`src/rtl/rpeak_pkg.sv`:
```
// Shared state encoding and default configuration for the R-peak detector controller.
package rpeak_pkg;

    typedef enum logic [1:0] {
        IDLE  = 2'd0,
        ARMED = 2'd1,
        QRS   = 2'd2,
        REFR  = 2'd3
    } state_t;

    localparam int DEF_CLK_DIV = 1000;
    localparam int DEF_MIN_QRS = 2;
    localparam int DEF_REFRACT = 50;
    localparam int DEF_RR_W    = 12;

    // Saturating increment used by the RR interval counter.
    function automatic logic [31:0] sat_inc(input logic [31:0] value, input logic [31:0] max);
        return (value >= max) ? max : value + 32'd1;
    endfunction

endpackage

```
`src/rtl/sample_tick.sv`:
```
// ECG sample-rate divider: one-cycle tick every CLK_DIV enabled clocks, held at zero while disabled.
module sample_tick
    import rpeak_pkg::*;
#(
    parameter int CLK_DIV = DEF_CLK_DIV
) (
    input  logic clk,
    input  logic rst,
    input  logic en,
    output logic tick
);

    localparam int CW = (CLK_DIV > 1) ? $clog2(CLK_DIV) : 1;

    logic [CW-1:0] count;

    assign tick = en && (count == CW'(CLK_DIV - 1));

    always_ff @(posedge clk) begin
        if (rst || !en) begin
            count <= '0;
        end else if (tick) begin
            count <= '0;
        end else begin
            count <= count + 1'b1;
        end
    end

endmodule

```
`src/rtl/rpeak_ctrl.sv`:
```
// R-peak detector control: sample divider, QRS qualification FSM, RR interval counter and
// valid/ready output stage. Defining RR_AVG_EN adds rr_avg, the mean of the last 8 RR values.
module rpeak_ctrl
    import rpeak_pkg::*;
#(
    parameter int CLK_DIV = DEF_CLK_DIV,
    parameter int MIN_QRS = DEF_MIN_QRS,
    parameter int REFRACT = DEF_REFRACT,
    parameter int RR_W    = DEF_RR_W
) (
    input  logic            clk,
    input  logic            rst,
    input  logic            en,
    input  logic            slope_in,
    output logic            sample_en,
    output logic            beat,
    output logic [RR_W-1:0] rr_data,
    output logic            rr_valid,
    input  logic            rr_ready,
    output logic            overrun,
`ifdef RR_AVG_EN
    output logic [RR_W-1:0] rr_avg,
`endif
    output logic [1:0]      state
);

    localparam int QW = $clog2(MIN_QRS + 1);
    localparam int RW = (REFRACT > 1) ? $clog2(REFRACT) : 1;
    localparam logic [RR_W-1:0] RR_MAX = {RR_W{1'b1}};

    // rr_data/rr_valid use valid/ready semantics: a value is transferred on any cycle
    // where rr_valid and rr_ready are both high; rr_valid never depends on rr_ready
    // combinationally, and a new value may replace an unaccepted one (flagged by overrun).

    state_t          state_q, state_d;
    logic [QW-1:0]   qrs_cnt, qrs_d;
    logic [RW-1:0]   ref_cnt, ref_d;
    logic [RR_W-1:0] rr_cnt, rr_cnt_inc;
    logic            qualify;
    logic            rr_load;
    logic            first_beat;
    logic            beat_q;
    logic [RR_W-1:0] rr_data_q;
    logic            rr_valid_q;
    logic            overrun_q;

    sample_tick #(.CLK_DIV(CLK_DIV)) u_tick (
        .clk  (clk),
        .rst  (rst),
        .en   (en),
        .tick (sample_en)
    );

    assign state    = state_q;
    assign beat     = beat_q;
    assign rr_data  = rr_data_q;
    assign rr_valid = rr_valid_q;
    assign overrun  = overrun_q;

    assign rr_cnt_inc = RR_W'(sat_inc(32'(rr_cnt), 32'(RR_MAX)));
    assign rr_load    = qualify && !first_beat;

    always_ff @(posedge clk) begin
        if (rst) begin
            state_q <= IDLE;
            qrs_cnt <= '0;
            ref_cnt <= '0;
        end else begin
            state_q <= state_d;
            qrs_cnt <= qrs_d;
            ref_cnt <= ref_d;
        end
    end

    // Apart from leaving IDLE and the en=0 abort, moves happen only on sample strobes.
    always_comb begin
        state_d = state_q;
        qrs_d   = qrs_cnt;
        ref_d   = ref_cnt;
        qualify = 1'b0;
        if (!en) begin
            state_d = IDLE;
            qrs_d   = '0;
            ref_d   = '0;
        end else begin
            case (state_q)
                IDLE: begin
                    state_d = ARMED;
                end
                ARMED: begin
                    if (sample_en && slope_in) begin
                        if (MIN_QRS == 1) begin
                            state_d = REFR;
                            ref_d   = '0;
                            qualify = 1'b1;
                        end else begin
                            state_d = QRS;
                            qrs_d   = QW'(1);
                        end
                    end
                end
                QRS: begin
                    if (sample_en) begin
                        if (!slope_in) begin
                            state_d = ARMED;
                        end else if (int'(qrs_cnt) + 1 == MIN_QRS) begin
                            state_d = REFR;
                            ref_d   = '0;
                            qualify = 1'b1;
                        end else begin
                            qrs_d = qrs_cnt + 1'b1;
                        end
                    end
                end
                REFR: begin
                    if (sample_en) begin
                        if (int'(ref_cnt) == REFRACT - 1) begin
                            state_d = ARMED;
                        end else begin
                            ref_d = ref_cnt + 1'b1;
                        end
                    end
                end
                default: begin
                    state_d = IDLE;
                end
            endcase
        end
    end

    // The loaded interval includes the qualifying sample itself, hence rr_cnt_inc.
    always_ff @(posedge clk) begin
        if (rst) begin
            beat_q     <= 1'b0;
            first_beat <= 1'b1;
            rr_cnt     <= '0;
            rr_data_q  <= '0;
            rr_valid_q <= 1'b0;
            overrun_q  <= 1'b0;
        end else begin
            beat_q    <= qualify;
            overrun_q <= 1'b0;
            if (!en) begin
                first_beat <= 1'b1;
                rr_cnt     <= '0;
            end else begin
                if (beat_q) begin
                    rr_cnt <= sample_en ? RR_W'(1) : '0;
                end else if (sample_en && state_q != IDLE) begin
                    rr_cnt <= rr_cnt_inc;
                end
                if (qualify) begin
                    first_beat <= 1'b0;
                end
            end
            if (rr_load) begin
                rr_data_q  <= rr_cnt_inc;
                rr_valid_q <= 1'b1;
                overrun_q  <= rr_valid_q && !rr_ready;
            end else if (rr_valid_q && rr_ready) begin
                rr_valid_q <= 1'b0;
            end
        end
    end

`ifdef RR_AVG_EN
    logic [RR_W-1:0] hist [8];
    logic [RR_W+2:0] sum;

    // Running sum: add the newest interval, drop the one falling out of the window.
    always_ff @(posedge clk) begin
        if (rst || !en) begin
            for (int i = 0; i < 8; i++) begin
                hist[i] <= '0;
            end
            sum <= '0;
        end else if (rr_load) begin
            sum     <= sum - {3'b000, hist[7]} + {3'b000, rr_cnt_inc};
            hist[0] <= rr_cnt_inc;
            for (int i = 1; i < 8; i++) begin
                hist[i] <= hist[i-1];
            end
        end
    end

    assign rr_avg = sum[RR_W+2:3];
`endif

endmodule

```
`config.mk`:
```
export PLATFORM = sky130hd
export DESIGN_NAME = rpeak_ctrl
export DESIGN_NICKNAME = d
export VERILOG_FILES = /design/src/rtl/rpeak_pkg.sv /design/src/rtl/sample_tick.sv /design/src/rtl/rpeak_ctrl.sv
export SDC_FILE = /design/constraint.sdc
export NUM_CORES = 1
export LEC_CHECK = 0
export CAP_MARGIN = 20
export CORE_ASPECT_RATIO = 1.75
export CORE_MARGIN = 1.5
export CORE_UTILIZATION = 40
export CTS_BUF_LIST = sky130_fd_sc_hd__clkbuf_2 sky130_fd_sc_hd__clkbuf_4 sky130_fd_sc_hd__clkbuf_8
export CTS_CLUSTER_DIAMETER = 150
export DETAILED_ROUTE_END_ITERATION = 6
export DONT_BUFFER_PORTS = 1
export GPL_ROUTABILITY_DRIVEN = 0
export HOLD_SLACK_MARGIN = 0.06
export PLACE_DENSITY = 0.6
export SYNTH_ARGS = -nofsm -noshare
export SYNTH_HDL_FRONTEND = slang
export SYNTH_HIERARCHICAL = 1
export SYNTH_SLANG_ARGS = --single-unit
```
`constraint.sdc`:
```
create_clock -name clk -period 3.05 [get_ports clk]
set_input_delay 0.7625 -clock clk [delete_from_list [all_inputs] [get_ports clk]]
set_output_delay 0.7625 -clock clk [all_outputs]
set_load 0.02 [all_outputs]
```
* Word-level counts from Yosys, hierarchy flattened
Cells that the tools add are included.
** Storage, ports and cells
- Input bits :: 5
- Register bits after elaboration :: 48
- Output and inout bits :: 18
** Cells by class
- Bitwise gates (word level) :: 2
- Order comparisons :: 1
- Reduce and logical (&&, ||, !) cells :: 22
- Equal/unequal tests :: 15
- Multiplexer cells :: 29
- $add $sub $neg :: 5
** Operator list (count)
- 2-to-1 mux 12 bit :: 3
- 2-to-1 mux 6 bit :: 5
- 2-to-1 mux 2 bit :: 10
- inequality test 2 bit (second input constant) :: 8
- adder 12 x 1 -> 12 bit (second input constant) :: 1
- greater-or-equal comparator 12 bit (second input constant) :: 1
- one-hot mux 6 bit (2 select lines) :: 1
- adder 10 x 1 -> 10 bit (second input constant) :: 1
- equality test 10 bit (second input constant) :: 1
- AND reduction 5 bit :: 2
- nonzero test 2 bit :: 5
- 2-to-1 mux 1 bit :: 8
- one-hot mux 2 bit (4 select lines) :: 1
- adder 6 x 1 -> 6 bit (second input constant) :: 1
- equality test 6 x 5 -> 1 bit (second input constant) :: 1
- logical AND 1 bit :: 6
- AND reduction 6 bit :: 1
- OR reduction 2 bit :: 3
- equality test 2 bit (second input constant) :: 2
- one-hot mux 2 bit (2 select lines) :: 1
- adder 2 x 1 -> 3 bit (second input constant) :: 1
- equality test 3 x 2 -> 1 bit (second input constant) :: 1
- logical NOT 1 bit :: 3
- inequality test 3 bit (second input constant) :: 1
- other kinds (5) :: 6

* Longest topological paths before layout
Gate-level depths: netlist (run 1).
- Depth in word-level cells :: 10
- Mapped depth :: 8

* Cells and area by module
The synthesis (run 1) kept the hierarchy.
** Modules (own cells, without submodules)
- rpeak_ctrl :: instances 1, area an instance 1956.9 um^2, cells each 225
- sample_tick :: instances 1, area an instance 466.7 um^2, cells each 53

* Worst setup path after synthesis (run 1)
Ideal clock, no wire load.
- Path kind :: input port to flip-flop
- From :: input en
- To :: register rr_data_q[3], in the netlist rr_data[3]
- Stages :: 7
- Setup slack :: 506 ps
- Data arrival time :: 2412 ps
- Setup time :: 132 ps
- Path through :: nand2_1 nor4_4 nand4_2 or3b_1 buf_2 a211oi_1 nor3_1
** Between the ends
- Cells in the longest elaborated chain, start to end :: 5
** Ends and longest elaborated chain
- from (decl) :: line rpeak_ctrl.sv:13 : input logic en,
- logical AND 1 bit :: line sample_tick.sv:17 : assign tick = en && (count == CW'(CLK_DIV - 1));
- net sample_en :: line rpeak_ctrl.sv:15 : output logic sample_en,
- 2-to-1 mux 1 bit :: line rpeak_ctrl.sv:103 : if (sample_en) begin
- 2-to-1 mux 1 bit :: line rpeak_ctrl.sv:86 : case (state_q)
- 2-to-1 mux 1 bit :: line rpeak_ctrl.sv:81 : if (!en) begin
- logical AND 1 bit :: line rpeak_ctrl.sv:61 : assign rr_load = qualify && !first_beat;
- to (signal assigned) :: line rpeak_ctrl.sv:157 : rr_data_q <= rr_cnt_inc;
- to (decl) :: line rpeak_ctrl.sv:43 : logic [RR_W-1:0] rr_data_q;
The timed path passes the listed nets, and every way through them passes these cells.
A chain may end at the register's enable or synchronous reset.

* Worst setup path in the final report (run 1)
- From :: register u_tick.count[0]
- To :: output sample_en
** Between the ends
- Cells in the longest elaborated chain, start to end :: 2
** Ends and longest elaborated chain
- from (decl) :: line sample_tick.sv:15 : logic [CW-1:0] count;
- from (signal assigned) :: line sample_tick.sv:25 : count <= count + 1'b1;
- equality test 10 bit :: line sample_tick.sv:17
- logical AND 1 bit :: line sample_tick.sv:17
- to (decl) :: line rpeak_ctrl.sv:15
Every way passes these cells.

==> results of run 1 <==
kinds of logic (layout without fill, tap and decap cells):
family	count (synthesis)	after routing	share of synthesized area
AO/OA/AOI/OAI	59	59	0.178
XOR/XNOR	14	14	0.0506
adder cells (fa/ha/maj)	10	10	0.0516
buffers and inverters	22	20	0.0387
flip-flops	48	48	0.396
multiplexers	2	2	0.00826
AND/OR/NAND/NOR	123	123	0.277
where the power goes:
| part | total, mW | switching, mW | internal [mW] |
|---|---|---|---|
| combinational | 0.0269 | 0.0163 | 0.0105 |
| sequential | 0.633 | 0.00450 | 0.628 |
| clock | 0.538 | 0.215 | 0.323 |
critical path, delay by kind of cell, from the launching register on:
kind                     cells  cell delay, ps
adder cells (fa/ha/maj)      1             240
flip-flops                   1             410
buffers and inverters        1             250
AND/OR/NAND/NOR              2             450
flip-flops by register name (all words and copies together), names as in the netlist:
name	flops
qrs_cnt	2
u_tick/count	10
rr_cnt	12
overrun	1
rr_valid	1
state	2
rr_data	12
first_beat	1
beat	1
ref_cnt	6
area by class of cell:
cell class | instances | area, µm² | share of cell area
well taps | 78 | 97.6 | 0.0372
inverters | 9 | 33.8 | 0.0129
multi-input cells | 208 | 1370 | 0.522
repair buffers | 4 | 30.0 | 0.0115
clock inverters | 2 | 60.1 | 0.0229
clock buffers | 5 | 68.8 | 0.0263
flip-flops and latches | 48 | 961 | 0.367
metal layers:
metal | up-vias | GRT usage | part of all wire
met1 | 908 | 0.201 | 0.41
met3 | 6 | 0.0438 | 0.049
met5 | - | 0 | 0
met4 | 0 | 0.0653 | 0.017
li1 | 1005 | - | -
met2 | 44 | 0.284 | 0.52
placed cells by master (no fill, tap or decap), types with 2 or more instances in the layout:
master      n
o311ai_0    2
bufinv_16   2
ha_1       10
a311oi_1    6
clkbuf_8    5
and2_1      3
a211oi_1    9
inv_1       9
nor4_1      4
nand3_1    12
mux2i_1     2
and4_1      2
nand2_1    16
o21ai_0     5
nand4_1     2
nor2b_1     5
a31oi_1     4
nor2_1     36
xor2_1      4
a21o_1      2
and3_1      5
nand2b_1    5
nor3_1     15
or3b_1      2
o2bb2ai_1   2
dfxtp_1    48
xnor2_1    10
o41ai_1     2
a21oi_1    13
o21a_1      2
buf_4       4
o211ai_1    4
nand3b_1    4
through the flow:
stage               setup slack (ps)  cell area, µm²  utilization
CTS                              620            2620        0.446
finish                           648            2620        0.446
floorplan                        506            2420            -
global route                     491            2620        0.446
global placement                 665            2490        0.424
detailed placement               668            2490        0.424
path summary, 6_finish.rpt:
check / startpoint / to / slack [ps] / cells past startpoint
setup / recovery: u_tick/count[0] / sample_en / 650 / 4
hold / removal: first_beat / first_beat / 470 / 2
setup reg to reg: u_tick/count[0] / rr_data[8] / 700 / 6
hold reg to reg: first_beat / first_beat / 470 / 2
==> results by group, run 1 <==
Setup path
  – Kind of critical path: flip-flop to primary output
  – Critical Path AT: 1640 ps
  – WP data required: 2290 ps
  – CP max FO: 9
  – Worst path slowest cell: dfxtp_1
  – Highest cell delay on the worst timing path: 410 ps
  – CP cell instances: ha_1, nand2_1, nor4_4, buf_4
  – CP startpoint kind: flip-flop
  – Setup crit end kind: primary output

Synthesis
  – Syn_nets: 293
  – Yosys Warn Count: 6
  – Count leader, synth: dfxtp_1
  – Synth area leader: dfxtp_1
  – Yosys reg bits: 48
  – Synth Instances: 278
  – Share of the synthesized area in the top cell type: 0.396
  – Dominant synthesized flop cell: dfxtp_1
  – Post-synthesis async set-or-reset flop share: 0
  – Synthesized area: 2420 µm²
  – Top cells by area, synth: dfxtp_1 (40%), nor2_1 (5.6%), ha_1 (5.2%), xnor2_1 (3.6%), nor3_1 (3.1%)
  – Sequential share of the synthesized area: 0.396
  – Synth unique cells: 53
  – Most frequent cells after synthesis: dfxtp_1 (48), nor2_1 (36), nand2_1 (16)
  – EDFF count, synth: 0
  – Avg Cell Area, Syn: 8.72 µm²

Clocking
  – Clock sinks: 48
  – Clk pin slew, worst setup/hold paths: 90 ps
  – TritonCTS clock tree: done
  – # resized after CTS: 0
  – Post-CTS setup buffers: 0
  – Worst-skew pair later-pin latency: 300 ps
  – Clock buffer depth: 2
  – CTS hold repair buffers: 0
  – Number of buffers created by CTS: 5
  – Clock root buffer: clkbuf_8
  – Clock H-tree levels: 2

Cells and area
  – Fillers: 628
  – Nets: 291
  – Diode count: 0
  – Final non-filler cell total: 354
  – Layout cell share with drive strength beyond 1: 0.0833
  – Layout area overhead: 8.11%

Detailed routing
  – DRT Pass-1 Iters: 4
  – Drt wl/cell: 14.1 µm
  – DRC: 0
  – Final WL: 5.00 mm
  – Via density per instance: 5.55
  – Vias after detailed routing: 1963
  – Post-route ant nets: 0
  – DRT iter0 DRCs: 59

Timing
  – Tcrit/Tclk final: 0.787
  – Least-Margin Pin Slew: 546 ps
  – RSZ-0062 raised after global routing: false
  – Endpoints failing setup: 0
  – Min Tclk post-route: 2400 ps
  – Final hold violation count: 0
  – Fin. max-slew vios: 0
  – Rel. slew slack: 0.635
  – Final clock skew: 12.5 ps
  – Worst hold slack: 472 ps
  – Setup tns final: 0 ps
  – Max Fclk: 0.416 GHz

Global routing
  – Total track usage: 0.170
  – Global route overflow: 0
  – Initial antenna violation count: 0
  – Vias in the first global route: 1901
  – First-pass GRT wire length: 8.64 mm
  – Largest net degree at the start of global routing: 20

Floorplan
  – Std cell rows: 37
  – Placeable Area: 5880 µm²
  – Starting density of the core: 0.412
  – Die width: 61.8 µm
  – Die Y: 106 µm
  – Total die area: 6550 µm²
  – Io pins: 23

Placed design
  – HPWL after DPL: 3.70 mm
  – Placed cells: 347
  – Port bufs: 0

Power
  – Peak VDD IR: 272 µV
  – Overall power: 1.20 mW
  – LEAKAGE: 0.859 nW
  – Pwr Density: 457 nW/µm²

Run status
  – Status: completed

Flow run
  – Max_cap viols: 0

Min path
  – Worst hold-check path type: flip-flop to flip-flop
(Power assumes the default switching activity.)
==> run 2, diff against run 1 <==
clock period = 2.3 ns   (was 3.05 ns; I/O delays follow)
==> results by group, run 2 (same netlist as run 1, synthesis figures left out) <==
Floorplan
  – Starting density of the core: 0.412
  – Placeable Area: 5880 µm²
  – Die width: 61.8 µm
  – Io pins: 23
  – Die Y: 106 µm
  – Total die area: 6550 µm²
  – Std cell rows: 37

Timing
  – Least-Margin Pin Slew: 499 ps
  – Tcrit/Tclk final: 0.913
  – RSZ-0062 raised after global routing: false
  – Rel. slew slack: 0.666
  – Endpoints failing setup: 0
  – Worst hold slack: 328 ps
  – Final clock skew: 7.74 ps
  – Min Tclk post-route: 2100 ps
  – Setup tns final: 0 ps
  – Final hold violation count: 0
  – Max Fclk: 0.476 GHz
  – Fin. max-slew vios: 0

Cells and area
  – Layout cell share with drive strength beyond 1: 0.140
  – Diode count: 0
  – Final non-filler cell total: 363
  – Final instance area: 2690 µm²
  – Layout area overhead: 10.8%
  – Most frequent cells in the layout: dfxtp_1 (45), nor2_1 (36), nand2_1 (15), nor3_1 (14), a21oi_1 (13)
  – Fillers: 590
  – Nets: 299
  – Commonest non-fill, non-tap cell in the layout: dfxtp_1

Setup path
  – Highest cell delay on the worst timing path: 370 ps
  – Kind of critical path: flip-flop to primary output
  – Setup crit end kind: primary output
  – CP cell instances: ha_2, nand2_2, nor4_4, buf_4
  – Crit path buf inv count: 1
  – CP startpoint kind: flip-flop
  – Worst path slowest cell: dfxtp_2
  – Critical Path AT: 1530 ps
  – CP max FO: 9
  – WP data required: 1730 ps
  – Reg2Reg Setup Slack: 210 ps
  – Crit-path leading delay family: simple AND/OR/NAND/NOR gates

Detailed routing
  – DRT iter0 DRCs: 100
  – DRT Pass-1 Iters: 4
  – Post-route ant nets: 0
  – DRC: 0
  – Vias after detailed routing: 1993
  – Via density per instance: 5.49
  – Final WL: 5.17 mm
  – Drt wl/cell: 14.2 µm

Placed design
  – HPWL after DPL: 3.91 mm
  – Placed Area: 2570 µm²
  – Port bufs: 0
  – Placed cells: 355

Clocking
  – TritonCTS clock tree: done
  – Clock buffer depth: 2
  – Clk pin slew, worst setup/hold paths: 90 ps
  – Clock root buffer: clkbuf_8
  – Number of buffers created by CTS: 5
  – Worst-skew pair later-pin latency: 300 ps
  – CTS hold repair buffers: 0
  – Clock sinks: 48
  – Clock H-tree levels: 2

Global routing
  – First-pass GRT wire length: 8.71 mm
  – Initial antenna violation count: 0
  – Total track usage: 0.174
  – Vias in the first global route: 1941
  – Largest net degree at the start of global routing: 20
  – Global route overflow: 0

Power
  – Peak VDD IR: 256 µV
  – LEAKAGE: 0.900 nW
  – Pwr Density: 555 nW/µm²

Run status
  – Status: completed

Min path
  – Worst hold-check path type: primary input to flip-flop

Flow run
  – Max_cap viols: 0
==> run 2: metrics by stage <==
| stage | setup slack (ps) | utilization | power [mW] |
|---|---|---|---|
| after floorplan | -76.3 | - | 0.888 |
| after global placement | 219 | 0.437 | 0.896 |
| after detailed placement | 145 | 0.437 | 0.897 |
| after CTS | 132 | 0.456 | 1.52 |
| after global routing | 24.8 | 0.457 | 1.55 |
| final | 199 | 0.457 | 1.49 |
==> run 2: final cells by class <==
cell class                      instances  area [µm²]  area share
Clock buffer                            6        76.3      0.0284
Clock inverter                          2        35.0      0.0130
Inverter                                9        33.8      0.0126
Multi-Input combinational cell        208        1390       0.517
Sequential cell                        48         965       0.359
Tap cell                               78        97.6      0.0363
Timing Repair Buffer                   12        90.1      0.0335
==> run 2: repair_timing <==
item,in CTS,in global routing
hold endpoints to repair,0,0
gates resized for setup,0,2
buffers inserted,0,0
endpoints found under the setup margin,0,3
==> run 2: power by group <==
| group | total (mW) | internal, mW | leakage (nW) | switching [mW] |
|---|---|---|---|---|
| sequential | 0.836 | 0.833 | 0.388 | 0.00261 |
| clock | 0.615 | 0.335 | 0.0586 | 0.280 |
| combinational | 0.0411 | 0.0160 | 0.453 | 0.0251 |
| total | 1.49 | 1.18 | 0.900 | 0.308 |
==> run 2: routing by layer <==
metal	wire (µm)	track usage
met4	134	0.0805
met1	2080	0.189
met3	199	0.0450
met5	0	0
met2	2760	0.300
==> run 2: final timing paths <==
kind	startpoint	end	cells after the start
max reg2reg	u_tick/count[0]	rr_cnt[10]	8
min reg2reg	u_tick/count[0]	u_tick/count[0]	1
max	u_tick/count[0]	sample_en	4
min	rst	rr_data[9]	1
